`src/rtl/uart_rx.sv`:
```
// uart_rx: 16x-oversampling UART receiver (LSB first, NB_DATA data bits,
// NB_STOP stop bits). Reassembles each serial frame into a parallel byte.
//
// Optional feature macro: UART_RX_PARITY_EN (adds one even-parity bit
// between data and stop bits, plus the o_parity_error port).
//
// Ports:
//   i_clock        system clock
//   i_reset        asynchronous, active-high reset
//   i_rx           serial line, idle high, asynchronous to i_clock
//   o_data         last good byte, holds between frames
//   o_rx_done      one-cycle pulse, o_data newly updated
//   o_frame_error  one-cycle pulse, a stop bit was sampled low
//   o_busy         high whenever the receiver is not idle
//   o_parity_error one-cycle pulse with o_rx_done on parity mismatch
//                  (only with UART_RX_PARITY_EN)
//
// state  | meaning
// IDLE   | waiting for a falling edge on the synchronised line
// START  | validating the start bit at its midpoint
// DATA   | sampling NB_DATA data bits, one per 16 ticks
// PARITY | sampling the parity bit (UART_RX_PARITY_EN only)
// STOP   | sampling NB_STOP stop bits
// BREAK  | framing error seen, waiting for the line to return high
module uart_rx #(
  parameter int NB_DATA         = 8,
  parameter int NB_STOP         = 1,
  parameter int BAUD_RATE       = 9600,
  parameter int SYS_CLOCK       = 100000000,
  parameter int TICK_RATE       = SYS_CLOCK / (BAUD_RATE * 16),
  parameter int NB_TICK_COUNTER = $clog2(TICK_RATE),
  parameter int NB_DATA_COUNTER = $clog2(NB_DATA)
) (
  input  logic               i_clock,
  input  logic               i_reset,
  input  logic               i_rx,
  output logic [NB_DATA-1:0] o_data,
  output logic               o_rx_done,
  output logic               o_frame_error,
`ifdef UART_RX_PARITY_EN
  output logic               o_parity_error,
`endif
  output logic               o_busy
);

  typedef enum logic [2:0] {
    IDLE   = 3'd0,
    START  = 3'd1,
    DATA   = 3'd2,
    PARITY = 3'd3,
    STOP   = 3'd4,
    BREAK  = 3'd5
  } state_t;

  state_t                     state_q, state_d;
  logic                       rx_meta_q, rx_s_q;
  logic [NB_TICK_COUNTER-1:0] tick_cnt_q;
  logic                       tick;
  logic [3:0]                 s_cnt_q, s_cnt_d;
  logic [NB_DATA_COUNTER-1:0] n_cnt_q, n_cnt_d;
  logic [NB_DATA-1:0]         shift_q, shift_d;
  logic [NB_DATA-1:0]         data_q, data_d;
  logic                       stop_err_q, stop_err_d;
  logic                       done_q, done_d;
  logic                       ferr_q, ferr_d;
`ifdef UART_RX_PARITY_EN
  logic                       par_bit_q, par_bit_d;
  logic                       perr_q, perr_d;
`endif

  // Synchroniser resets to the idle line level so reset release cannot
  // look like a start bit.
  always_ff @(posedge i_clock or posedge i_reset) begin
    if (i_reset) begin
      rx_meta_q <= 1'b1;
      rx_s_q    <= 1'b1;
    end else begin
      rx_meta_q <= i_rx;
      rx_s_q    <= rx_meta_q;
    end
  end

  // Free-running prescaler; never realigned to the frame.
  assign tick = (tick_cnt_q == NB_TICK_COUNTER'(TICK_RATE - 1));

  always_ff @(posedge i_clock or posedge i_reset) begin
    if (i_reset)   tick_cnt_q <= '0;
    else if (tick) tick_cnt_q <= '0;
    else           tick_cnt_q <= tick_cnt_q + 1'b1;
  end

  always_ff @(posedge i_clock or posedge i_reset) begin
    if (i_reset) begin
      state_q    <= IDLE;
      s_cnt_q    <= '0;
      n_cnt_q    <= '0;
      shift_q    <= '0;
      data_q     <= '0;
      stop_err_q <= 1'b0;
      done_q     <= 1'b0;
      ferr_q     <= 1'b0;
`ifdef UART_RX_PARITY_EN
      par_bit_q  <= 1'b0;
      perr_q     <= 1'b0;
`endif
    end else begin
      state_q    <= state_d;
      s_cnt_q    <= s_cnt_d;
      n_cnt_q    <= n_cnt_d;
      shift_q    <= shift_d;
      data_q     <= data_d;
      stop_err_q <= stop_err_d;
      done_q     <= done_d;
      ferr_q     <= ferr_d;
`ifdef UART_RX_PARITY_EN
      par_bit_q  <= par_bit_d;
      perr_q     <= perr_d;
`endif
    end
  end

  always_comb begin
    state_d    = state_q;
    s_cnt_d    = s_cnt_q;
    n_cnt_d    = n_cnt_q;
    shift_d    = shift_q;
    data_d     = data_q;
    stop_err_d = stop_err_q;
    done_d     = 1'b0;
    ferr_d     = 1'b0;
`ifdef UART_RX_PARITY_EN
    par_bit_d  = par_bit_q;
    perr_d     = 1'b0;
`endif
    unique case (state_q)
      IDLE: begin
        if (!rx_s_q) begin
          s_cnt_d = '0;
          state_d = START;
        end
      end
      START: begin
        if (tick) begin
          if (s_cnt_q == 4'd7) begin
            if (!rx_s_q) begin
              s_cnt_d = '0;
              n_cnt_d = '0;
              state_d = DATA;
            end else begin
              state_d = IDLE;
            end
          end else begin
            s_cnt_d = s_cnt_q + 4'd1;
          end
        end
      end
      DATA: begin
        if (tick) begin
          if (s_cnt_q == 4'd15) begin
            s_cnt_d = '0;
            shift_d = {rx_s_q, shift_q[NB_DATA-1:1]};
            if (n_cnt_q == NB_DATA_COUNTER'(NB_DATA - 1)) begin
              // n_cnt is reused to count stop bits.
              n_cnt_d    = '0;
              stop_err_d = 1'b0;
`ifdef UART_RX_PARITY_EN
              state_d    = PARITY;
`else
              state_d    = STOP;
`endif
            end else begin
              n_cnt_d = n_cnt_q + 1'b1;
            end
          end else begin
            s_cnt_d = s_cnt_q + 4'd1;
          end
        end
      end
`ifdef UART_RX_PARITY_EN
      PARITY: begin
        if (tick) begin
          if (s_cnt_q == 4'd15) begin
            s_cnt_d   = '0;
            par_bit_d = rx_s_q;
            state_d   = STOP;
          end else begin
            s_cnt_d = s_cnt_q + 4'd1;
          end
        end
      end
`endif
      STOP: begin
        if (tick) begin
          if (s_cnt_q == 4'd15) begin
            s_cnt_d = '0;
            if (n_cnt_q == NB_DATA_COUNTER'(NB_STOP - 1)) begin
              if (stop_err_q || !rx_s_q) begin
                ferr_d  = 1'b1;
                state_d = BREAK;
              end else begin
                done_d  = 1'b1;
                data_d  = shift_q;
`ifdef UART_RX_PARITY_EN
                perr_d  = (^shift_q) ^ par_bit_q;
`endif
                state_d = IDLE;
              end
            end else begin
              n_cnt_d    = n_cnt_q + 1'b1;
              stop_err_d = stop_err_q | ~rx_s_q;
            end
          end else begin
            s_cnt_d = s_cnt_q + 4'd1;
          end
        end
      end
      BREAK: begin
        if (rx_s_q) state_d = IDLE;
      end
      default: state_d = IDLE;
    endcase
  end

  assign o_data        = data_q;
  assign o_rx_done     = done_q;
  assign o_frame_error = ferr_q;
  assign o_busy        = (state_q != IDLE);
`ifdef UART_RX_PARITY_EN
  assign o_parity_error = perr_q;
`endif

endmodule

```
`config.mk`:
```
export PLATFORM = sky130hd
export DESIGN_NAME = uart_rx
export DESIGN_NICKNAME = d
export VERILOG_FILES = /design/src/rtl/uart_rx.sv
export SDC_FILE = /design/constraint.sdc
export NUM_CORES = 1
export LEC_CHECK = 0
export BUFFER_PORTS_ARGS = -buffer_cell sky130_fd_sc_hd__buf_2
export CORE_MARGIN = 4
export CORE_UTILIZATION = 64
export DETAILED_ROUTE_END_ITERATION = 6
export HOLD_SLACK_MARGIN = 0.12
export PLACE_DENSITY = 0.82
export SYNTH_ARGS = -nofsm -noshare
export SYNTH_HDL_FRONTEND = slang
export SYNTH_SLANG_ARGS = --single-unit
```
`constraint.sdc`:
```
create_clock -name i_clock -period 4.82 [get_ports i_clock]
set_input_delay 0.482 -clock i_clock [delete_from_list [all_inputs] [get_ports i_clock]]
set_output_delay 0.482 -clock i_clock [all_outputs]
set_load 0.01 [all_outputs]
```
* Yosys cells after proc, flatten, opt, wreduce, memory -nomap -nowiden *
Cells that the tools add are included.

operators by class
  add/subtract/negate cells = 3
  $mul = 0
  div/mod/pow operators = 0
  $lt $le $gt $ge = 0
  equality and inequality tests = 21
  shift operators = 0
  multiplexer cells = 47
  bitwise operators = 3
  reductions and logical operators = 15

operator list
  operator                                                               count
  3-bit 2-to-1 mux                                                       20
  2-bit inequality test, second input constant                           12
  4-bit 2-to-1 mux                                                       5
  1-bit 2-to-1 mux                                                       16
  3-bit case mux with 5 select lines                                     1
  4-bit case mux with 3 select lines                                     1
  10-bit by 1-bit adder with 10-bit output, second input constant        1
  10-bit equality test, second input constant                            1
  10-bit 2-to-1 mux                                                      1
  10-bit AND reduction                                                   1
  3-bit equality test, second input constant                             3
  3-bit case mux with 3 select lines                                     1
  9-bit AND reduction                                                    1
  3-bit nonzero test                                                     3
  7-bit AND reduction                                                    1
  3-bit zero test                                                        2
  3-bit AND reduction                                                    2
  5-bit AND reduction                                                    1
  4-bit by 1-bit adder with 4-bit output, second input constant          1
  4-bit by 3-bit equality test with 1-bit output, second input constant  1
  4-bit equality test, second input constant                             1
  3-bit by 1-bit adder with 3-bit output, second input constant          1
  3-bit by 1-bit equality test with 1-bit output, second input constant  1
  3-bit by 2-bit equality test with 1-bit output, second input constant  1
  9 further kinds                                                        10

word-level totals
  flip-flop bits (word level) = 41
  bits in latches = 0
  RAM bits = 0
  bits in read-only memories = 0
  memories = 0

* Depth between registers and ports, before layout *
Gate-level depths: netlist of run 1.

  word-level depth = 7
  gate-level depth with buffers = 8
  gate-level depth less buffers = 7

* Least setup slack after synthesis of run 1 *
OpenSTA, ideal clock, no wires.

  path kind = reg-to-reg
  from = register s_cnt_q[0]
  to = register s_cnt_q[3]
  setup time = 0.087 ns
  data arrival time = 1.827 ns
  required time = 4.733 ns
  path slack = 2.907 ns
  cell stages (with the launch flop) = 7
  cells stage by stage = dfrtp_1 ha_1 and3_1 o32ai_2 nand2_1 or4_1 o211ai_1

between the ends
  word-level cells in the longest chain between the ends = 4

RTL lines
  element                                                         RTL line       text
  from (decl)                                                     59             logic [3:0] s_cnt_q, s_cnt_d;
  from (signal assigned)                                          108            s_cnt_q <= s_cnt_d;
  4-bit by 1-bit adder with 4-bit output (tied with other cells)  153, 175, 213
  4-bit 2-to-1 mux (on tied branches)                             159, 194, 144
  4-bit 2-to-1 mux (on tied branches)                             158, 143
  4-bit case mux with 3 select lines (*)                          135            unique case (state_q)

Every way passes the cells marked *; elsewhere a longest branch is shown, timed or not. The select of a mux whose other input is x is not followed.
A chain may end at the register's enable or synchronous reset.

* Final worst setup path of run 1 *
  from = register tick_cnt_q[0]
  to = register data_q[5], in the netlist o_data[5]

between the ends
  word-level cells in the longest chain between the ends = 2

RTL lines
  element                        RTL line  text
  from (decl)                    57        logic [NB_TICK_COUNTER-1:0] tick_cnt_q;
  from (signal assigned)         89        else tick_cnt_q <= tick_cnt_q + 1'b1;
  10-bit equality test           84        assign tick = (tick_cnt_q == NB_TICK_COUNTER'(TICK_RATE - 1));
  5-bit AND reduction (no line)  n/a
  to (signal assigned)           111       data_q <= data_d;
  to (decl)                      62        logic [NB_DATA-1:0] data_q, data_d;

Every way passes these cells.

==> results of run 1 <==
-- cell usage after synthesis, types with 2 or more instances --
cell / n
mux2_2: 18
nor3_1: 3
o22ai_1: 2
nor4_1: 3
nor2b_1: 2
a21oi_1: 3
dfrtp_1: 39
nand2b_1: 3
buf_2: 2
a22o_1: 2
clkbuf_1: 5
nor4_4: 2
nand3_1: 5
nor3b_1: 3
ha_1: 6
nand3b_1: 2
inv_1: 6
xor2_1: 2
and3_1: 3
nor2_1: 11
dfstp_2: 2
nand2_1: 9
xnor2_1: 7
a31oi_1: 2
-- metal layers --
layer / up-vias / share of wire
li1: 646 / -
met2: 34 / 0.50
met1: 655 / 0.45
met5: - / 0
met3: 6 / 0.041
met4: 0 / 0.013
-- final cells by class --
class                      count  area (um2)
inverter                       6        22.5
clock buffer                   7        55.1
sequential                    41        1030
fill                         237         862
clock inverter                 1        7.51
tap                           44        55.1
timing repair buffer          14        72.6
multi-input combinational    116         950
-- final timing paths --
path,startpoint,to,slack [ns],cells after the start
max reg2reg,tick_cnt_q[0],o_data[5],2.39,7
min in group i_clock,i_rx,rx_meta_q,0.25,1
max,tick_cnt_q[0],o_data[5],2.39,7
min,i_reset,o_data[4],0.23,3
max in group asynchronous,i_reset,rx_meta_q,4.20,3
min reg2reg,rx_meta_q,rx_s_q,0.37,0
-- report_power, final --
part           switching (uW)  internal (uW)
clock network             102           71.5
logic                    7.94           2.16
registers                1.42            345
total                     111            419
-- stage by stage --
step	setup slack, ns	total power (uW)	hold slack [ns]
4_1_cts	2.37	537	0.233
6_report	2.39	530	0.232
3_5_place_dp	2.39	364	0.355
2_1_floorplan	2.91	360	0.345
3_3_place_gp	2.45	364	0.347
5_1_grt	2.19	555	0.216
-- sequential cells by signal (all words and copies together) (netlist names) --
| signal | count |
|---|---|
| n_cnt_q | 3 |
| o_data | 8 |
| o_frame_error | 1 |
| o_rx_done | 1 |
| rx_meta_q | 1 |
| rx_s_q | 1 |
| s_cnt_q | 4 |
| shift_q | 8 |
| state_q | 3 |
| stop_err_q | 1 |
| tick_cnt_q | 10 |
-- critical path, cell delays in order, from the launching register on --
cell,delay [ns]
dfrtp_1,0.43
inv_1,0.07
ha_1,0.14
nand3b_1,0.11
nor4_4,0.52
nand2_2,0.16
nor4_4,0.48
mux2_2,0.40
-- logic make-up (layout without fill, tap and decap cells) --
group                    count (synthesis)  after routing  synth area share
flip-flops                              41             41             0.503
AO/OA/AOI/OAI                           25             25             0.103
XOR/XNOR                                 9              9            0.0385
multiplexers                            20             20             0.109
adder cells (fa/ha/maj)                  6              6            0.0367
buffers and inverters                   16             28            0.0330
AND/OR/NAND/NOR                         56             56             0.177
==> impl_metrics.py, run 1 <==
metrics = {
    "sta": {
        "fin_skew_ns": 0.0166,
        "drv_slew": 0,
        "setup_viol": 0,
        "max_slew_margin": 0.553,
        "worst_pin_slew_ns": 0.666,
        "max_freq_mhz": 411,
        "final.period_utilization": 0.505,
        "setup_tns_ns": 0,
        "rsz0062_at_grt": "no",
        "hold_violations": 0,
        "finalWorstPathRequiredPeriod_ns": 2.43,
    },
    "grt": {
        "globalRouteTotalUtil": 0.193,
        "grt_pass1_wl_um": 6310,
        "grt_remaining_overflow": 0,
        "use_met1": 0.241,
        "grt_max_degree": 42,
        "antenna_found_initial": 0,
        "grt_use_met2": 0.322,
        "met3_usage": 0.0468,
        "grt_pass1_vias": 1375,
        "grt-busiest-layer": "met2",
    },
    "route": {
        "wl_per_cell_um": 15.2,
        "drc": 0,
        "via_per_inst": 5.86,
        "vias": 1341,
        "first_iter_violations": 43,
        "ant_nets": 0,
        "routed_wirelength_um": 3490,
        "dr.pass1.iters": 4,
    },
    "place": {
        "finalWeightedCongestion": 0.888,
        "io_buffers": 13,
        "placed_cells": 221,
        "placed_area_um2": 2130,
        "hpwl_um": 2450,
    },
    "floorplanning": {
        "placementRows": 20,
        "pin_count": 14,
        "die_y_um": 64.5,
        "die_w_um": 64.5,
        "die_area_um2": 4160,
        "coreArea_um2": 3050,
        "start_util": 0.670,
    },
    "clock_tree": {
        "cts_tree": "done",
        "ctsHoldBuffers": 0,
        "postCtsSetupRepairBufs": 0,
        "clk_pin_slew_ns": 0.12,
        "cts_max_path_buffers": 2,
        "cts_resized": 0,
        "numCtsBuffers": 5,
        "root_buffer": "clkbuf_4",
        "insertion_delay_ns": 0.34,
        "cts.sinks": 41,
        "htree_levels": 2,
    },
    "synthesis": {
        "synth.distinct_cells": 55,
        "synth_nets": 182,
        "yosysTopAreaCellShare": 0.477,
        "synth_top_flop_cell": "dfrtp_1",
        "synth_top_area_cell": "dfrtp_1",
        "ys_warn_count": 0,
        "synth_area_per_cell_um2": 11.8,
        "seq_area_frac_synth": 0.503,
        "ys_seq_elements": 41,
        "async_flop_share": 1.00,
        "syn_inst": 173,
        "synthTopCellsByArea": "dfrtp_1 48%, mux2_2 9.9%, ha_1 3.7%",
        "synth_edf_count": 0,
        "synthesis.area_um2": 2050,
    },
    "cells_and_area": {
        "area_growth_pct": 7.09,
        "diodes": 0,
        "fin_util": 0.718,
        "final_nets": 193,
        "instances_no_fill": 229,
        "final_common_cell": "dfrtp_1",
        "mostFrequentLayoutCells": "39 x dfrtp_1, 18 x mux2_2, 13 x buf_2, 11 x nor2_1, 9 x nand2_1",
        "final_layout_size_suffix_gt1_frac": 0.270,
        "final_cell_area_um2": 2190,
    },
    "power_and_ir_drop": {
        "p_leak_uw": 0.00106,
        "cellPowerDensity_nw_per_um2": 242,
        "irDropWorstVdd_v": 0.000161,
    },
    "setup_path": {
        "worst_setup_path_end_kind": "flip-flop",
        "critical_path.startpoint_type": "flip-flop",
        "path_class": "flip-flop to flip-flop",
        "crit_arrival_ns": 2.65,
        "crit_required_ns": 5.04,
        "path_max_fanout": 13,
    },
    "hold_path": {
        "holdCritPathClass": "primary input to async pin",
    },
    "run": {
        "timing.max_cap.violations": 0,
    },
    "outcome": {
        "status": "finished clean",
    },
}
Note: power is estimated with default switching activity, not from simulation.
==> run 2: changes to the inputs <==
--- a/config.mk
+++ b/config.mk
@@ -7,10 +7,10 @@
 export LEC_CHECK = 0
 export BUFFER_PORTS_ARGS = -buffer_cell sky130_fd_sc_hd__buf_2
 export CORE_MARGIN = 4
-export CORE_UTILIZATION = 64
+export CORE_UTILIZATION = 53
 export DETAILED_ROUTE_END_ITERATION = 6
 export HOLD_SLACK_MARGIN = 0.12
-export PLACE_DENSITY = 0.82
+export PLACE_DENSITY = 0.72
 export SYNTH_ARGS = -nofsm -noshare
 export SYNTH_HDL_FRONTEND = slang
 export SYNTH_SLANG_ARGS = --single-unit
==> constraint.sdc (replaced) <==
create_clock -name i_clock -period 2.1 [get_ports i_clock]
set_input_delay 0.21 -clock i_clock [delete_from_list [all_inputs] [get_ports i_clock]]
set_output_delay 0.21 -clock i_clock [all_outputs]
set_load 0.01 [all_outputs]
==> impl_metrics.py, run 2 (synthesis gave the netlist of run 1 again) <==
metrics = {
    "outcome": {
        "status": "finished clean",
    },
    "grt": {
        "antenna_found_initial": 0,
        "globalRouteTotalUtil": 0.167,
        "grt_remaining_overflow": 0,
        "grt_max_degree": 42,
        "grt_pass1_wl_um": 6570,
        "grt_pass1_vias": 1449,
    },
    "sta": {
        "final.period_utilization": 0.950,
        "hold_violations": 0,
        "setup_viol": 0,
        "finalWorstPathRequiredPeriod_ns": 2.00,
        "worst_pin_slew_ns": 0.509,
        "setup_tns_ns": 0,
        "rsz0062_at_grt": "no",
        "fin_skew_ns": 0.00618,
        "drv_slew": 0,
        "max_slew_margin": 0.661,
        "max_freq_mhz": 501,
    },
    "place": {
        "io_buffers": 13,
        "finalWeightedCongestion": 0.889,
        "placed_cells": 237,
        "hpwl_um": 2660,
    },
    "floorplanning": {
        "die_area_um2": 4920,
        "start_util": 0.555,
        "coreArea_um2": 3690,
        "die_w_um": 70.1,
        "die_y_um": 70.1,
        "pin_count": 14,
        "placementRows": 22,
    },
    "clock_tree": {
        "cts_max_path_buffers": 2,
        "postCtsSetupRepairBufs": 0,
        "cts.sinks": 41,
        "cts_tree": "done",
        "htree_levels": 2,
        "root_buffer": "clkbuf_8",
        "numCtsBuffers": 5,
        "clk_pin_slew_ns": 0.08,
        "insertion_delay_ns": 0.29,
    },
    "cells_and_area": {
        "diodes": 0,
        "final_nets": 207,
        "largest_reg_flops": 10,
        "area_growth_pct": 15.7,
        "multiInputGateArea_um2": 952,
        "final_layout_size_suffix_gt1_frac": 0.322,
        "final_common_cell": "dfrtp_1",
        "regArea_um2": 1030,
        "fillerInstances": 310,
        "mostFrequentLayoutCells": "39 x dfrtp_1, 18 x mux2_2, 13 x buf_2, 13 x buf_4, 10 x nor2_1",
        "instances_no_fill": 247,
        "top_register": "tick_cnt_q",
    },
    "power_and_ir_drop": {
        "p_seq_frac": 0.536,
        "switching_share": 0.200,
        "switchingPower_uw": 296,
        "intPower_uw": 1190,
        "p_leak_uw": 0.00115,
        "clkPwrFrac": 0.445,
        "cellPowerDensity_nw_per_um2": 627,
        "pwr-share-comb": 0.018,
        "irDropWorstVdd_v": 0.000480,
    },
    "setup_path": {
        "setup.worst_path.start": "s_cnt_q[0]",
        "cp_cell_sequence": "ha_1 > and3_1 > o32ai_2 > nand2_1 > or4_1 > o211ai_1",
        "rr_worst_depth": 6,
        "rrSetupSlack_ns": 0.10,
        "critical_path.startpoint_type": "flip-flop",
        "worstReg2RegStart": "s_cnt_q[0]",
        "critPathSlowestCell": "or4_1",
        "crit_end": "s_cnt_q[3]",
        "path_max_fanout": 4,
        "crit_arrival_ns": 2.21,
        "worst_setup_path_end_kind": "flip-flop",
        "cpPeakStageDelay_ns": 0.51,
        "r2r_end": "s_cnt_q[3]",
        "crit_required_ns": 2.32,
        "path_class": "flip-flop to flip-flop",
    },
    "hold_path": {
        "holdCritPathClass": "flip-flop to flip-flop",
        "hold_start": "rx_meta_q",
    },
    "run": {
        "timing.max_cap.violations": 0,
    },
    "route": {
        "dr.pass1.iters": 4,
        "drc": 0,
        "routed_wirelength_um": 3730,
        "vias": 1411,
        "ant_nets": 0,
        "first_iter_violations": 114,
        "wl_per_cell_um": 15.1,
        "via_per_inst": 5.71,
    },
}
[run 2: cell types whose count changed in the layout (fill, tap and decap cells not counted), sizes merged]
cell / before / now
bufinv: 0 / 1
clkbuf: 7 / 6
buf: 14 / 26
dlygate4sd3: 0 / 2
[run 2: layout make-up]
type / instances / share of cell area
multi-input cells: 116 / 0.402
clock buffers: 6 / 0.0349
inverters: 6 / 0.00952
flip-flops and latches: 41 / 0.435
repair buffers: 28 / 0.0772
clock inverters: 2 / 0.0159
well taps: 48 / 0.0254
[run 2: power by group through the flow]
stage	combinational (uW)	clock, uW	sequential [uW]
floorplan	18.8	0	808
global placement	23.7	0	811
detailed placement	25.4	0	811
CTS	28.3	688	795
global route	31.8	723	796
finish	27.1	660	795
[run 2: through the flow]
step                      hold slack, ns  cell area [um2]  setup WS, ns   util  power (uW)
after floorplan                    0.214             2050         0.187      -         827
after global placement             0.316             2220         0.140  0.603         835
after detailed placement           0.324             2220        0.0865  0.603         836
after CTS                          0.360             2360        0.0749  0.641        1510
after global routing               0.367             2370       0.00660  0.641        1550
final                              0.359             2370         0.104  0.641        1480
[run 2: critical path: cells and delay by family (launching register included)]
kind / cells / cell delay (ns)
flip-flops: 1 / 0.41
AO/OA/AOI/OAI: 2 / 0.40
AND/OR/NAND/NOR: 3 / 0.87
adder cells (fa/ha/maj): 1 / 0.25
[run 2: how the worst min path moves through the flow]
stage | to | slack (ns) | cells past startpoint
5_1_grt | rx_s_q | 0.37 | 0
6_report | rx_s_q | 0.36 | 0
3_3_place_gp | rx_meta_q | 0.32 | 1
4_1_cts | rx_s_q | 0.36 | 0
2_1_floorplan | rx_meta_q | 0.21 | 0
3_5_place_dp | rx_meta_q | 0.32 | 1
[run 2: timing repair]
| item | in CTS | in global routing |
|---|---|---|
| endpoints found under the setup margin | 0 | 1 |
| resized for setup | 0 | 1 |
| hold endpoints to repair | 40 | 0 |
| hold buffers | 2 | 0 |
[run 2: routing by layer]
| metal | GRT usage | wire length (um) | vias to the layer above |
|---|---|---|---|
| li1 | - | - | 678 |
| met1 | 0.197 | 1600 | 698 |
| met2 | 0.288 | 1930 | 28 |
| met3 | 0.0417 | 119 | 7 |
| met4 | 0.0745 | 72 | 0 |
| met5 | 0 | 0 | - |
